[config.mk]
export PLATFORM = sky130hd
export DESIGN_NAME = writeback_stage
export DESIGN_NICKNAME = d
export VERILOG_FILES = /design/src/rtl/pipeline_pkg.sv /design/src/rtl/wb_scoreboard.sv /design/src/rtl/writeback_stage.sv
export SDC_FILE = /design/constraint.sdc
export NUM_CORES = 1
export LEC_CHECK = 0
export ABC_AREA = 1
export CAP_MARGIN = 0
export CORE_ASPECT_RATIO = 0.75
export CORE_MARGIN = 2
export CORE_UTILIZATION = 50
export DETAILED_ROUTE_END_ITERATION = 7
export HOLD_SLACK_MARGIN = 0.12
export PLACE_DENSITY_LB_ADDON = 0.15
export SKIP_CTS_REPAIR_TIMING = 1
export SLEW_MARGIN = 25
export SYNTH_ARGS = -nofsm -noshare
export SYNTH_HDL_FRONTEND = slang
export SYNTH_SLANG_ARGS = --single-unit
[constraint.sdc]
create_clock -name clk -period 6.74 [get_ports clk]
set_input_delay 2.022 -clock clk [delete_from_list [all_inputs] [get_ports clk]]
set_output_delay 2.022 -clock clk [all_outputs]
set_load 0.02 [all_outputs]
[src/rtl/pipeline_pkg.sv]
// ---------------------------------------------------------------------------
// pipeline_pkg
// Shared definitions for the pipeline write-back slice.
//   - Default widths for the data path, register index and retire counter.
//   - Result-select encodings used by the MEM/WB register.
//   - The pending-write scoreboard count type, its ceiling, and the
//     next-count helper used by every register's counter.
// ---------------------------------------------------------------------------
package pipeline_pkg;

   localparam int DEF_DATA_WIDTH = 16;
   localparam int DEF_ADDR_WIDTH = 3;
   localparam int DEF_CNT_WIDTH  = 16;

   // Result select: ALU output or data-memory load value
   localparam logic WB_SEL_ALU = 1'b0;
   localparam logic WB_SEL_MEM = 1'b1;

   // Each register tracks at most three unretired writers
   typedef logic [1:0] sb_count_t;
   localparam sb_count_t SB_MAX = 2'd3;

   // Next value of one scoreboard counter. A simultaneous issue and retire
   // to the same register cancel out. The counter saturates at SB_MAX and
   // never wraps below zero; the caller flags the saturating case.
   function automatic sb_count_t sbNext(input sb_count_t count,
                                        input logic      inc,
                                        input logic      dec);
      sb_count_t result;
      result = count;
      if (inc && !dec) begin
         if (count != SB_MAX) begin
            result = count + 2'd1;
         end
      end else if (dec && !inc) begin
         if (count != 2'd0) begin
            result = count - 2'd1;
         end
      end
      return result;
   endfunction

endpackage

[src/rtl/wb_scoreboard.sv]
// ---------------------------------------------------------------------------
// wb_scoreboard
// Per-register count of issued-but-unretired writers. Decode uses the busy
// outputs to stall when a source operand still has an older writer in flight.
// Ports:
//   clk, reset        clock and synchronous active-high reset
//   flush_in          clears every count (an issue in that cycle is dropped)
//   issue_valid       decode issues a register-writing instruction
//   issue_dest        its destination register
//   write_enable      register file write this cycle (a writer retires)
//   write_address     register being written
//   dec_addr1/2       decode source register indices
//   src_busy1/2       source still has an older writer that is not retiring now
//   sb_overflow       sticky: an issue hit a counter already at its ceiling
// ---------------------------------------------------------------------------
module wb_scoreboard
   import pipeline_pkg::*;
#(
   parameter int ADDR_WIDTH = DEF_ADDR_WIDTH
)(
   input  logic                  clk,
   input  logic                  reset,
   input  logic                  flush_in,
   input  logic                  issue_valid,
   input  logic [ADDR_WIDTH-1:0] issue_dest,
   input  logic                  write_enable,
   input  logic [ADDR_WIDTH-1:0] write_address,
   input  logic [ADDR_WIDTH-1:0] dec_addr1,
   input  logic [ADDR_WIDTH-1:0] dec_addr2,
   output logic                  src_busy1,
   output logic                  src_busy2,
   output logic                  sb_overflow
);

   localparam int NUM_REGS = 1 << ADDR_WIDTH;

   sb_count_t             r_count [NUM_REGS];
   logic                  r_overflow;
   logic [NUM_REGS-1:0]   w_inc;
   logic [NUM_REGS-1:0]   w_dec;
   logic [NUM_REGS-1:0]   w_sat;
   logic [NUM_REGS-1:0]   w_zero;
   logic                  w_underflow;
   sb_count_t             w_count1;
   sb_count_t             w_count2;

   // Decode the issue and retire events into one-hot per-register strobes,
   // and spot the two corner cases: an issue into a full counter (overflow)
   // and a retire from an empty one (should be impossible).
   always_comb begin
      w_inc  = '0;
      w_dec  = '0;
      w_sat  = '0;
      w_zero = '0;
      for (int i = 0; i < NUM_REGS; i++) begin
         w_inc[i]  = issue_valid  && (issue_dest    == ADDR_WIDTH'(i));
         w_dec[i]  = write_enable && (write_address == ADDR_WIDTH'(i));
         w_zero[i] = (r_count[i] == 2'd0);
         w_sat[i]  = w_inc[i] && !w_dec[i] && (r_count[i] == SB_MAX);
      end
      w_underflow = |(w_dec & ~w_inc & w_zero);
   end

   // Counter update. Flush wipes all pending writers but leaves the sticky
   // overflow flag alone so software can still see that it happened.
   always_ff @(posedge clk) begin
      if (reset) begin
         for (int i = 0; i < NUM_REGS; i++) begin
            r_count[i] <= 2'd0;
         end
         r_overflow <= 1'b0;
      end else if (flush_in) begin
         for (int i = 0; i < NUM_REGS; i++) begin
            r_count[i] <= 2'd0;
         end
      end else begin
         for (int i = 0; i < NUM_REGS; i++) begin
            r_count[i] <= sbNext(r_count[i], w_inc[i], w_dec[i]);
         end
         if (|w_sat) begin
            r_overflow <= 1'b1;
         end
      end
   end

   // A retire from a register with no recorded writer means the pipeline
   // and the scoreboard have lost track of each other.
   always_ff @(posedge clk) begin
      if (!reset && !flush_in) begin
         assert (!w_underflow);
      end
   end

   // A source is busy while it has a pending writer, except when the last
   // one retires this very cycle: its value reaches decode via the bypass.
   always_comb begin
      w_count1  = r_count[dec_addr1];
      w_count2  = r_count[dec_addr2];
      src_busy1 = (w_count1 != 2'd0) &&
                  !(write_enable && (write_address == dec_addr1) && (w_count1 == 2'd1));
      src_busy2 = (w_count2 != 2'd0) &&
                  !(write_enable && (write_address == dec_addr2) && (w_count2 == 2'd1));
   end

   assign sb_overflow = r_overflow;

endmodule

[src/rtl/writeback_stage.sv]
// ---------------------------------------------------------------------------
// writeback_stage
// Write side of the register file: the MEM/WB pipeline register, the result
// select, the register file write port, same-cycle bypass of that write onto
// the decode operands, the pending-write scoreboard and a retire counter.
// Ports:
//   clk, reset                  clock and synchronous active-high reset
//   stall_in                    hold MEM/WB, suppress write and retire
//   flush_in                    kill the incoming entry, clear the scoreboard
//   mem_valid/mem_reg_write     incoming instruction and its write intent
//   mem_wb_sel                  result select (ALU or load)
//   mem_dest                    destination register
//   mem_alu_result/load_data    candidate results
//   issue_valid/issue_dest      decode issuing a register writer
//   dec_addr1/2, rf_data1/2     decode sources and raw file read data
//   rf_write_*                  register file write port
//   dec_data1/2                 bypass-corrected operands
//   src_busy1/2, sb_overflow    scoreboard hazard and sticky overflow
//   retired_count               wrapping count of retired instructions
// ---------------------------------------------------------------------------
module writeback_stage
   import pipeline_pkg::*;
#(
   parameter int DATA_WIDTH = DEF_DATA_WIDTH,
   parameter int ADDR_WIDTH = DEF_ADDR_WIDTH,
   parameter int CNT_WIDTH  = DEF_CNT_WIDTH
)(
   input  logic                  clk,
   input  logic                  reset,
   input  logic                  stall_in,
   input  logic                  flush_in,
   input  logic                  mem_valid,
   input  logic                  mem_reg_write,
   input  logic                  mem_wb_sel,
   input  logic [ADDR_WIDTH-1:0] mem_dest,
   input  logic [DATA_WIDTH-1:0] mem_alu_result,
   input  logic [DATA_WIDTH-1:0] mem_load_data,
   input  logic                  issue_valid,
   input  logic [ADDR_WIDTH-1:0] issue_dest,
   input  logic [ADDR_WIDTH-1:0] dec_addr1,
   input  logic [ADDR_WIDTH-1:0] dec_addr2,
   input  logic [DATA_WIDTH-1:0] rf_data1,
   input  logic [DATA_WIDTH-1:0] rf_data2,
   output logic                  rf_write_enable,
   output logic [ADDR_WIDTH-1:0] rf_write_address,
   output logic [DATA_WIDTH-1:0] rf_write_data,
   output logic [DATA_WIDTH-1:0] dec_data1,
   output logic [DATA_WIDTH-1:0] dec_data2,
   output logic                  src_busy1,
   output logic                  src_busy2,
   output logic                  sb_overflow,
   output logic [CNT_WIDTH-1:0]  retired_count
);

   logic                  r_wbValid;
   logic                  r_wbRegWrite;
   logic                  r_wbSel;
   logic [ADDR_WIDTH-1:0] r_wbDest;
   logic [DATA_WIDTH-1:0] r_wbAlu;
   logic [DATA_WIDTH-1:0] r_wbLoad;
   logic [CNT_WIDTH-1:0]  r_retiredCount;

   logic                  w_writeEnable;
   logic [DATA_WIDTH-1:0] w_writeData;
   logic                  w_retire;

   // MEM/WB register. A stall freezes everything; a flush clears the valid
   // bit even while stalled so the held entry cannot retire later.
   always_ff @(posedge clk) begin
      if (reset) begin
         r_wbValid    <= 1'b0;
         r_wbRegWrite <= 1'b0;
         r_wbSel      <= WB_SEL_ALU;
         r_wbDest     <= '0;
         r_wbAlu      <= '0;
         r_wbLoad     <= '0;
      end else begin
         if (!stall_in) begin
            r_wbRegWrite <= mem_reg_write;
            r_wbSel      <= mem_wb_sel;
            r_wbDest     <= mem_dest;
            r_wbAlu      <= mem_alu_result;
            r_wbLoad     <= mem_load_data;
         end
         if (flush_in) begin
            r_wbValid <= 1'b0;
         end else if (!stall_in) begin
            r_wbValid <= mem_valid;
         end
      end
   end

   // Write port and bypass. The file writes at the clock edge but decode
   // reads it combinationally, so a write landing this cycle has to be
   // forwarded or decode would see the old contents.
   always_comb begin
      w_writeEnable = r_wbValid && r_wbRegWrite && !stall_in;
      w_writeData   = (r_wbSel == WB_SEL_MEM) ? r_wbLoad : r_wbAlu;
      w_retire      = r_wbValid && !stall_in;
      dec_data1     = (w_writeEnable && (r_wbDest == dec_addr1)) ? w_writeData : rf_data1;
      dec_data2     = (w_writeEnable && (r_wbDest == dec_addr2)) ? w_writeData : rf_data2;
   end

   // Retire counter: every valid entry leaving the stage counts, including
   // those that do not write a register. Wraps silently.
   always_ff @(posedge clk) begin
      if (reset) begin
         r_retiredCount <= '0;
      end else if (w_retire) begin
         r_retiredCount <= r_retiredCount + CNT_WIDTH'(1);
      end
   end

   wb_scoreboard #(
      .ADDR_WIDTH (ADDR_WIDTH)
   ) u_scoreboard (
      .clk           (clk),
      .reset         (reset),
      .flush_in      (flush_in),
      .issue_valid   (issue_valid),
      .issue_dest    (issue_dest),
      .write_enable  (w_writeEnable),
      .write_address (r_wbDest),
      .dec_addr1     (dec_addr1),
      .dec_addr2     (dec_addr2),
      .src_busy1     (src_busy1),
      .src_busy2     (src_busy2),
      .sb_overflow   (sb_overflow)
   );

   assign rf_write_enable  = w_writeEnable;
   assign rf_write_address = r_wbDest;
   assign rf_write_data    = w_writeData;
   assign retired_count    = r_retiredCount;

endmodule
# After elaboration in Yosys (flattened, before gate mapping)
# Memories as Yosys holds them, arrays and structs flattened.
# Index checks and enable logic that the tools add are counted.
totals:
  reg_bits: 55
  ramBits: 16
  input_bits: 84
  output_inout_bits: 71
  elab_cells: 235
  memories: 1
op_classes:
  addsub: 17
  n_eq_ne: 34
  n_mux: 75
  n_bitwise: 17
  reduce_logical: 83
mem_list:
  columns: ["memory", "depth", "width", "read_ports", "rd_clocked_by_memory_dff", "write_ports", "line_no", "text"]
  rows:
  - ["u_scoreboard.r_count", 8, 2, 10, 0, 8, "wb_scoreboard.sv:37", "sb_count_t r_count [NUM_REGS];"]
op_table:
  columns: ["op", "n"]
  rows:
  - ["2-bit two-way mux", 64]
  - ["1-bit logical AND", 49]
  - ["16-bit two-way mux", 3]
  - ["3-bit == test, second input constant", 8]
  - ["2-bit nonzero test", 10]
  - ["1-bit logical NOT", 19]
  - ["16-bit by 1-bit adder with 16-bit output, second input constant", 1]
  - ["2-bit by 1-bit adder with 2-bit output, second input constant", 8]
  - ["2-bit == test, second input constant", 8]
  - ["2-bit inequality test, second input constant", 8]
  - ["1-bit bitwise OR", 16]
  - ["2-bit by 1-bit subtractor with 2-bit output, second input constant", 8]
  - ["3-bit by 2-bit == test with 1-bit output, second input constant", 4]
  - ["1-bit two-way mux", 8]
  - ["8-bit OR reduction", 1]
  - ["3-bit by 1-bit == test with 1-bit output, second input constant", 2]
  - ["3-bit == test", 2]
  - ["3-bit logical NOT", 2]
  - ["2-bit by 1-bit == test with 1-bit output, second input constant", 2]
  - ["2-bit AND reduction", 1]
  - ["2-bit OR reduction", 1]
  - ["1-bit NOT", 1]

# Depth between registers and ports, before layout
# Gate-level depths: netlist of run 1.
depth:
  word_depth: 9
  ltp_mapped: 15
  mapped_depth_nobuf: 14

# Cells and area by module
# A second synthesis of run 1 with hierarchy kept.
hier_totals:
  cells_unflattened: 690
  hier_area_um2: 4480.5
by_module_without_submodules:
  columns: ["module", "n_inst", "cells_each", "area_per_inst_um2", "seq_area_each_um2"]
  rows:
  - ["writeback_stage", 1, 435, 2766.4, 1081.0]
  - ["wb_scoreboard", 1, 255, 1714.1, 480.5]

# Worst setup path after synthesis of run 1
# Ideal clock, no wire load.
synth_path:
  path_type: "input to output"
  startpoint: "input dec_addr2[1]"
  endpoint: "output dec_data2[0]"
  t_arrival_ns: 3.145
  t_required_ns: 4.718
  slack_ns: 1.573
  path_stages: 5
  n_path_buf: 2
  path_cell_list: "buf_2 xor2_1 nor3_4 buf_6 o21ai_0"
synth_between:
  elab_chain_cells: 3
synth_lines:
  columns: ["element", "line_no", "text"]
  rows:
  - ["start, declared", "writeback_stage.sv:41", "input logic [ADDR_WIDTH-1:0] dec_addr2,"]
  - ["3-bit == test", "writeback_stage.sv:101", "dec_data2 = (w_writeEnable && (r_wbDest == dec_addr2)) ? w_writeData : rf_data2;"]
  - ["1-bit logical AND", "writeback_stage.sv:101", null]
  - ["16-bit two-way mux", "writeback_stage.sv:101", null]
  - ["end, declared", "writeback_stage.sv:48", "output logic [DATA_WIDTH-1:0] dec_data2,"]
# No other way between the ends.

# Final worst setup path of run 1
layout_path:
  startpoint: "input dec_addr2[1]"
  endpoint: "output dec_data2[9]"
# The elaborated chain is that of the path after synthesis.

==> results of run 1 <==
## cell families (layout without fill, tap and decap cells)
family / count (synthesis) / count (layout) / synth area share
xor+xnor: 9 / 9 / 0.0175
fa+ha+maj: 3 / 3 / 0.00831
buf+inv: 138 / 279 / 0.130
compound gates: 171 / 171 / 0.217
flops: 71 / 71 / 0.346
simple gates: 307 / 307 / 0.282
## Yosys cell counts (5+ instances only)
cell type	instances	area, sq um
a21oi_1	46	230
buf_2	11	55.1
buf_6	7	78.8
clkbuf_1	14	52.6
dfxtp_1	57	1140
edfxtp_1	14	420
inv_1	103	387
nand2_1	166	623
nand2_2	5	31.3
nand3_1	22	110
nor2_1	97	364
nor3_1	6	30.0
o211ai_1	8	60.1
o21ai_0	87	435
o21ai_2	26	228
xor2_1	8	70.1
## power by group through the flow
| stage | clock (mW) | sequential [mW] | combinational, mW |
|---|---|---|---|
| after CTS | 0.502 | 0.483 | 0.257 |
| after floorplan | 0 | 0.482 | 0.138 |
| after detailed placement | 0 | 0.492 | 0.256 |
| after global placement | 0 | 0.490 | 0.249 |
| final | 0.498 | 0.484 | 0.258 |
| after global routing | 0.523 | 0.486 | 0.282 |
## path summary, 6_finish.rpt
path | to | slack (ns) | cells past startpoint
setup / recovery | dec_data2[9] | 0.46 | 7
hold / removal | r_wbAlu[4] | 0.45 | 2
setup reg to reg | u_scoreboard.r_count[5][0] | 4.55 | 9
hold reg to reg | r_wbAlu[4] | 0.45 | 2
## flip-flops by register name, summed over array words and instances (netlist names)
name,count
retired_count,16
rf_write_address,3
r_wbAlu,16
r_wbValid,1
r_wbRegWrite,1
u_scoreboard.sb_overflow,1
u_scoreboard.r_count,16
r_wbLoad,16
r_wbSel,1
## area by class of cell
type / count / area (sq um)
Inverter: 104 / 390
Tap cell: 108 / 135
Clock inverter: 4 / 51.3
Multi-Input combinational cell: 490 / 2370
Sequential cell: 71 / 1560
Fill cell: 680 / 2250
Clock buffer: 12 / 268
Timing Repair Buffer: 159 / 1570
## metrics by stage
step | utilization | std cells | worst slack, ns | hold slack (ns) | instance area, sq um
global placement | 0.701 | 932 | 0.545 | 0.438 | 6030
CTS | 0.738 | 948 | 0.464 | 0.452 | 6350
floorplan | - | 699 | 1.57 | 0.425 | 4520
detailed placement | 0.701 | 932 | 0.468 | 0.444 | 6030
global route | 0.739 | 948 | 0.326 | 0.469 | 6350
finish | 0.739 | 948 | 0.464 | 0.450 | 6350
## worst max-delay path: stages
cell             delay, ns
clkdlybuf4s50_1       0.68
xor2_1                0.17
nor3_4                0.19
buf_4                 0.35
nand2_1               0.12
o21ai_2               0.08
clkdlybuf4s50_1       0.63
## metal layers
layer  up-vias  share of wire
li1       2484              -
met1      2253           0.43
met2       207           0.47
met3        18          0.086
met4         0          0.013
met5         -              0
==> results.cfg, run 1 <==
[critical_path]
path_max_fanout = 33
critPathKind = in2out
crit_required_ns = 4.72
end_kind = primary output
r2r-start = r_wbValid
start_kind = input port
startpoint = dec_addr2[1]
crit_arrival_ns = 4.25

[cells_and_area]
diodes = 0
final_cell_mix = 166 x nand2_1, 153 x clkdlybuf4s50_1, 102 x inv_1, 96 x nor2_1, 87 x o21ai_0
final_common_cell = nand2_1
drive_above_1_share = 0.0738
fin_nets = 922
syn2layout_area_growth_pct = 40.6

[yosys]
syn_inst = 699
synth_warnings = 0
ys_ff_latch = 71
syn_avg_cell_area_sq_um = 6.46
syn_area_sq_mm = 0.00452
seq_area_frac_synth = 0.346
synthFlopType = dfxtp_1
syn_nets = 786
synthArstFlopShare = 0
yosysUniqueCellTypes = 31
synth_edf_count = 14

[timing]
hold_viol_final = 0
setup_viol = 0
period_share = 0.931
max_freq_mhz = 159
rsz0062_at_grt = no
period_needed_ns = 6.28
worst_slew_pin_slew_ns = 0.960
relSlewSlack = 0.359
drv_slew = 0
skew_ns = 0.00685
finalSetupTns_ns = 0

[die]
fp-row-count = 29
fp.dieW_um = 114
die_h_um = 86.3
ios = 155
start_util = 0.525
core_sq_mm = 0.00860
die_area_sq_mm = 0.00982

[routing]
vias_per_cell = 5.23
vias = 4962
routedWlPerCell_um = 14.4
drtIter0Drc = 318
post-route-drc-count = 0
routed_wl_um = 13700
antenna_left = 0
drt_pass1_iterations = 6

[power_and_ir_drop]
ir_worst_vdd_v = 0.000142
switching_share = 0.275
combPwrFrac = 0.208
power_mw = 1.24
leakagePower_nw = 2.74
power.density_mw_per_mm2 = 195
switchingPower_mw = 0.341
p_clk_frac = 0.401
p_seq_frac = 0.390
intPower_mw = 0.899

[clock_tree]
cts_root_buf = clkbuf_16
clk-insertion-delay-late_ns = 0.33
htreeDepth = 3
cts_buffers = 9
path_clk_slew_ns = 0.05
cts_tree = yes
cts_buffer_depth = 2
cts_sinks = 71

[global_routing]
grt_max_degree = 59
grt_use_met1 = 0.372
grt-ovfl-total = 0
grt_pass1_vias = 4651
top_usage_layer = met2
grt_use_met2 = 0.465
grt_usage = 0.281
use_met3 = 0.0685
grt_first_pass_wirelength_um = 21900
antenna_found_initial = 0

[placed_design]
gp_congestion = 0.892
port_buffers = 154
dp_hpwl_um = 10200

[worst_hold_path]
min-delay-start = r_wbAlu[4]
hp-class = reg2reg

[status]
status = finished clean

[job]
maxCapViolations = 0
Note: power is estimated with default switching activity, not from simulation.
==> run 2, diff against run 1 <==
- SKIP_LAST_GASP: not set -> 1
==> results of run 2 <==
Final layout, timing and power as in run 1 (identical DEF).
==> run 3, diff against run 2 <==
- CORE_ASPECT_RATIO: 0.75 -> 2
==> run 3 against run 2 <==
  * Die area rose by 0.39%
  * Critical path depth is the same
  * Sequential cell count unchanged
  * Largest cell class unchanged
  * Critical path type unchanged
  * Utilization is 2.3 points lower
==> results.cfg, run 3 (same netlist as run 1, synthesis figures left out) <==
[status]
status = finished clean

[placed_design]
placed_cells = 928
gp_congestion = 0.927
dp_hpwl_um = 10900
port_buffers = 154

[routing]
vias_per_cell = 5.27
antenna_left = 0
routedWlPerCell_um = 14.9
post-route-drc-count = 0
drt_pass1_iterations = 5
vias = 4980
routed_wl_um = 14000
drtIter0Drc = 227

[cells_and_area]
n_fill_cell = 790
final_cells = 945
final_common_cell = nand2_1
fin_util = 0.716
drive_above_1_share = 0.0748
fin_nets = 924
final_cell_mix = 166 x nand2_1, 153 x clkdlybuf4s50_1, 103 x inv_1, 97 x nor2_1, 87 x o21ai_0
syn2layout_area_growth_pct = 40.9

[die]
ios = 155
start_util = 0.508
fp-row-count = 49
die_area_sq_mm = 0.00986
fp.dieW_um = 71.2
core_sq_mm = 0.00889
die_h_um = 138

[timing]
period_share = 0.926
worst_slew_pin_slew_ns = 0.945
relSlewSlack = 0.369
period_needed_ns = 6.24
rsz0062_at_grt = no
drv_slew = 0
setup_viol = 0
max_freq_mhz = 160
skew_ns = 0.00540
hold_viol_final = 0
finalSetupTns_ns = 0

[power_and_ir_drop]
combPwrFrac = 0.210
ir_worst_vdd_v = 0.000150
intPower_mw = 0.875
leakagePower_nw = 2.75
power.density_mw_per_mm2 = 192
switchingPower_mw = 0.347
power_mw = 1.22
p_seq_frac = 0.393
p_clk_frac = 0.397
switching_share = 0.284

[worst_hold_path]
min-delay-start = r_wbAlu[9]
hp-class = reg2reg
worst_hold_path.endpoint = r_wbAlu[9]
hold_depth = 2

[critical_path]
cp_top_family = buffers and inverters
cpPeakStageDelay_ns = 0.64
reg2reg_to = u_scoreboard.r_count[5][0]
crit_chain = clkdlybuf4s50_1 > xor2_1 > nor3_4 > buf_4 > nand2_1 > o21ai_2 > clkdlybuf4s50_1
crit_top_cell = clkdlybuf4s50_1
r2r_slack_ns = 4.50
crit_required_ns = 4.72
critPathKind = in2out
worst-path-buf-inv = 3
ff2ff_path_depth = 9
end_kind = primary output
r2r-start = r_wbValid
cp_slowest_cell = clkdlybuf4s50_1
start_kind = input port
crit_arrival_ns = 4.22
path_max_fanout = 33

[clock_tree]
htreeDepth = 3
cts_buffers = 9
cts_sinks = 71
cts_tree = yes
cts_root_buf = clkbuf_16
path_clk_slew_ns = 0.05
cts_buffer_depth = 2
clk-insertion-delay-late_ns = 0.34

[global_routing]
antenna_found_initial = 1
grt_max_degree = 59
grt_pass1_vias = 4630
grt-ovfl-total = 0
grt_usage = 0.289
grt_first_pass_wirelength_um = 22400

[job]
maxCapViolations = 0
-- run 3: cell count changes in the layout (fill, tap and decap cells not counted) --
cell        previous run  this run
buf_12                 0         1
nor2_2                 1         0
buf_4                  5         6
clkbuf_1               1         0
inv_4                  0         1
clkinvlp_4             1         0
inv_2                  2         1
bufinv_16              1         0
inv_1                102       103
diode_2                0         1
nor2_1                96        97
clkbuf_8               1         2
inv_6                  0         2
clkinv_2               1         0
-- run 3: power by group through the flow --
stage | Clock [mW] | Combinational [mW] | Sequential [mW]
floorplan | 0 | 0.138 | 0.482
global placement | 0 | 0.249 | 0.488
detailed placement | 0 | 0.255 | 0.490
CTS | 0.495 | 0.257 | 0.480
global route | 0.510 | 0.281 | 0.484
finish | 0.485 | 0.257 | 0.481
-- run 3: worst max-delay path by stage --
stage / startpoint / slack [ns] / end / cells past startpoint
after detailed placement: dec_addr1[1] / 0.52 / dec_data1[10] / 7
after global placement: dec_addr1[1] / 0.55 / dec_data1[5] / 7
final: dec_addr1[1] / 0.50 / dec_data1[10] / 7
after CTS: dec_addr1[1] / 0.51 / dec_data1[10] / 7
after floorplan: dec_addr2[1] / 1.57 / dec_data2[0] / 5
after global routing: dec_addr1[1] / 0.37 / dec_data1[13] / 7
-- run 3: worst min-delay path: stages, from the launching register on --
cell	delay [ns]
dfxtp_1	0.30
inv_1	0.06
a21oi_1	0.05
-- run 3: metrics by stage --
stage / instance area, sq um / setup WS (ns) / hold WS (ns)
floorplan: 4520 / 1.57 / 0.425
global placement: 6050 / 0.552 / 0.437
detailed placement: 6050 / 0.515 / 0.441
CTS: 6360 / 0.506 / 0.449
global route: 6360 / 0.369 / 0.473
finish: 6360 / 0.496 / 0.451
-- run 3: final cells by class --
cell class,count,area [sq um],area share
Multi-Input combinational cell,490,2370,0.372
Tap cell,102,128,0.0201
Antenna cell,1,2.50,0.000393
Clock buffer,12,278,0.0436
Clock inverter,4,32.5,0.00511
Timing Repair Buffer,161,1600,0.252
Sequential cell,71,1560,0.245
Inverter,104,390,0.0613
-- run 3: routing by layer --
metal  wire length (um)  share of wire  GRT usage
met1               4750           0.34      0.279
met2               7870           0.56      0.553
met3                904          0.064     0.0671
met4                514          0.037      0.127
met5                  0              0          0
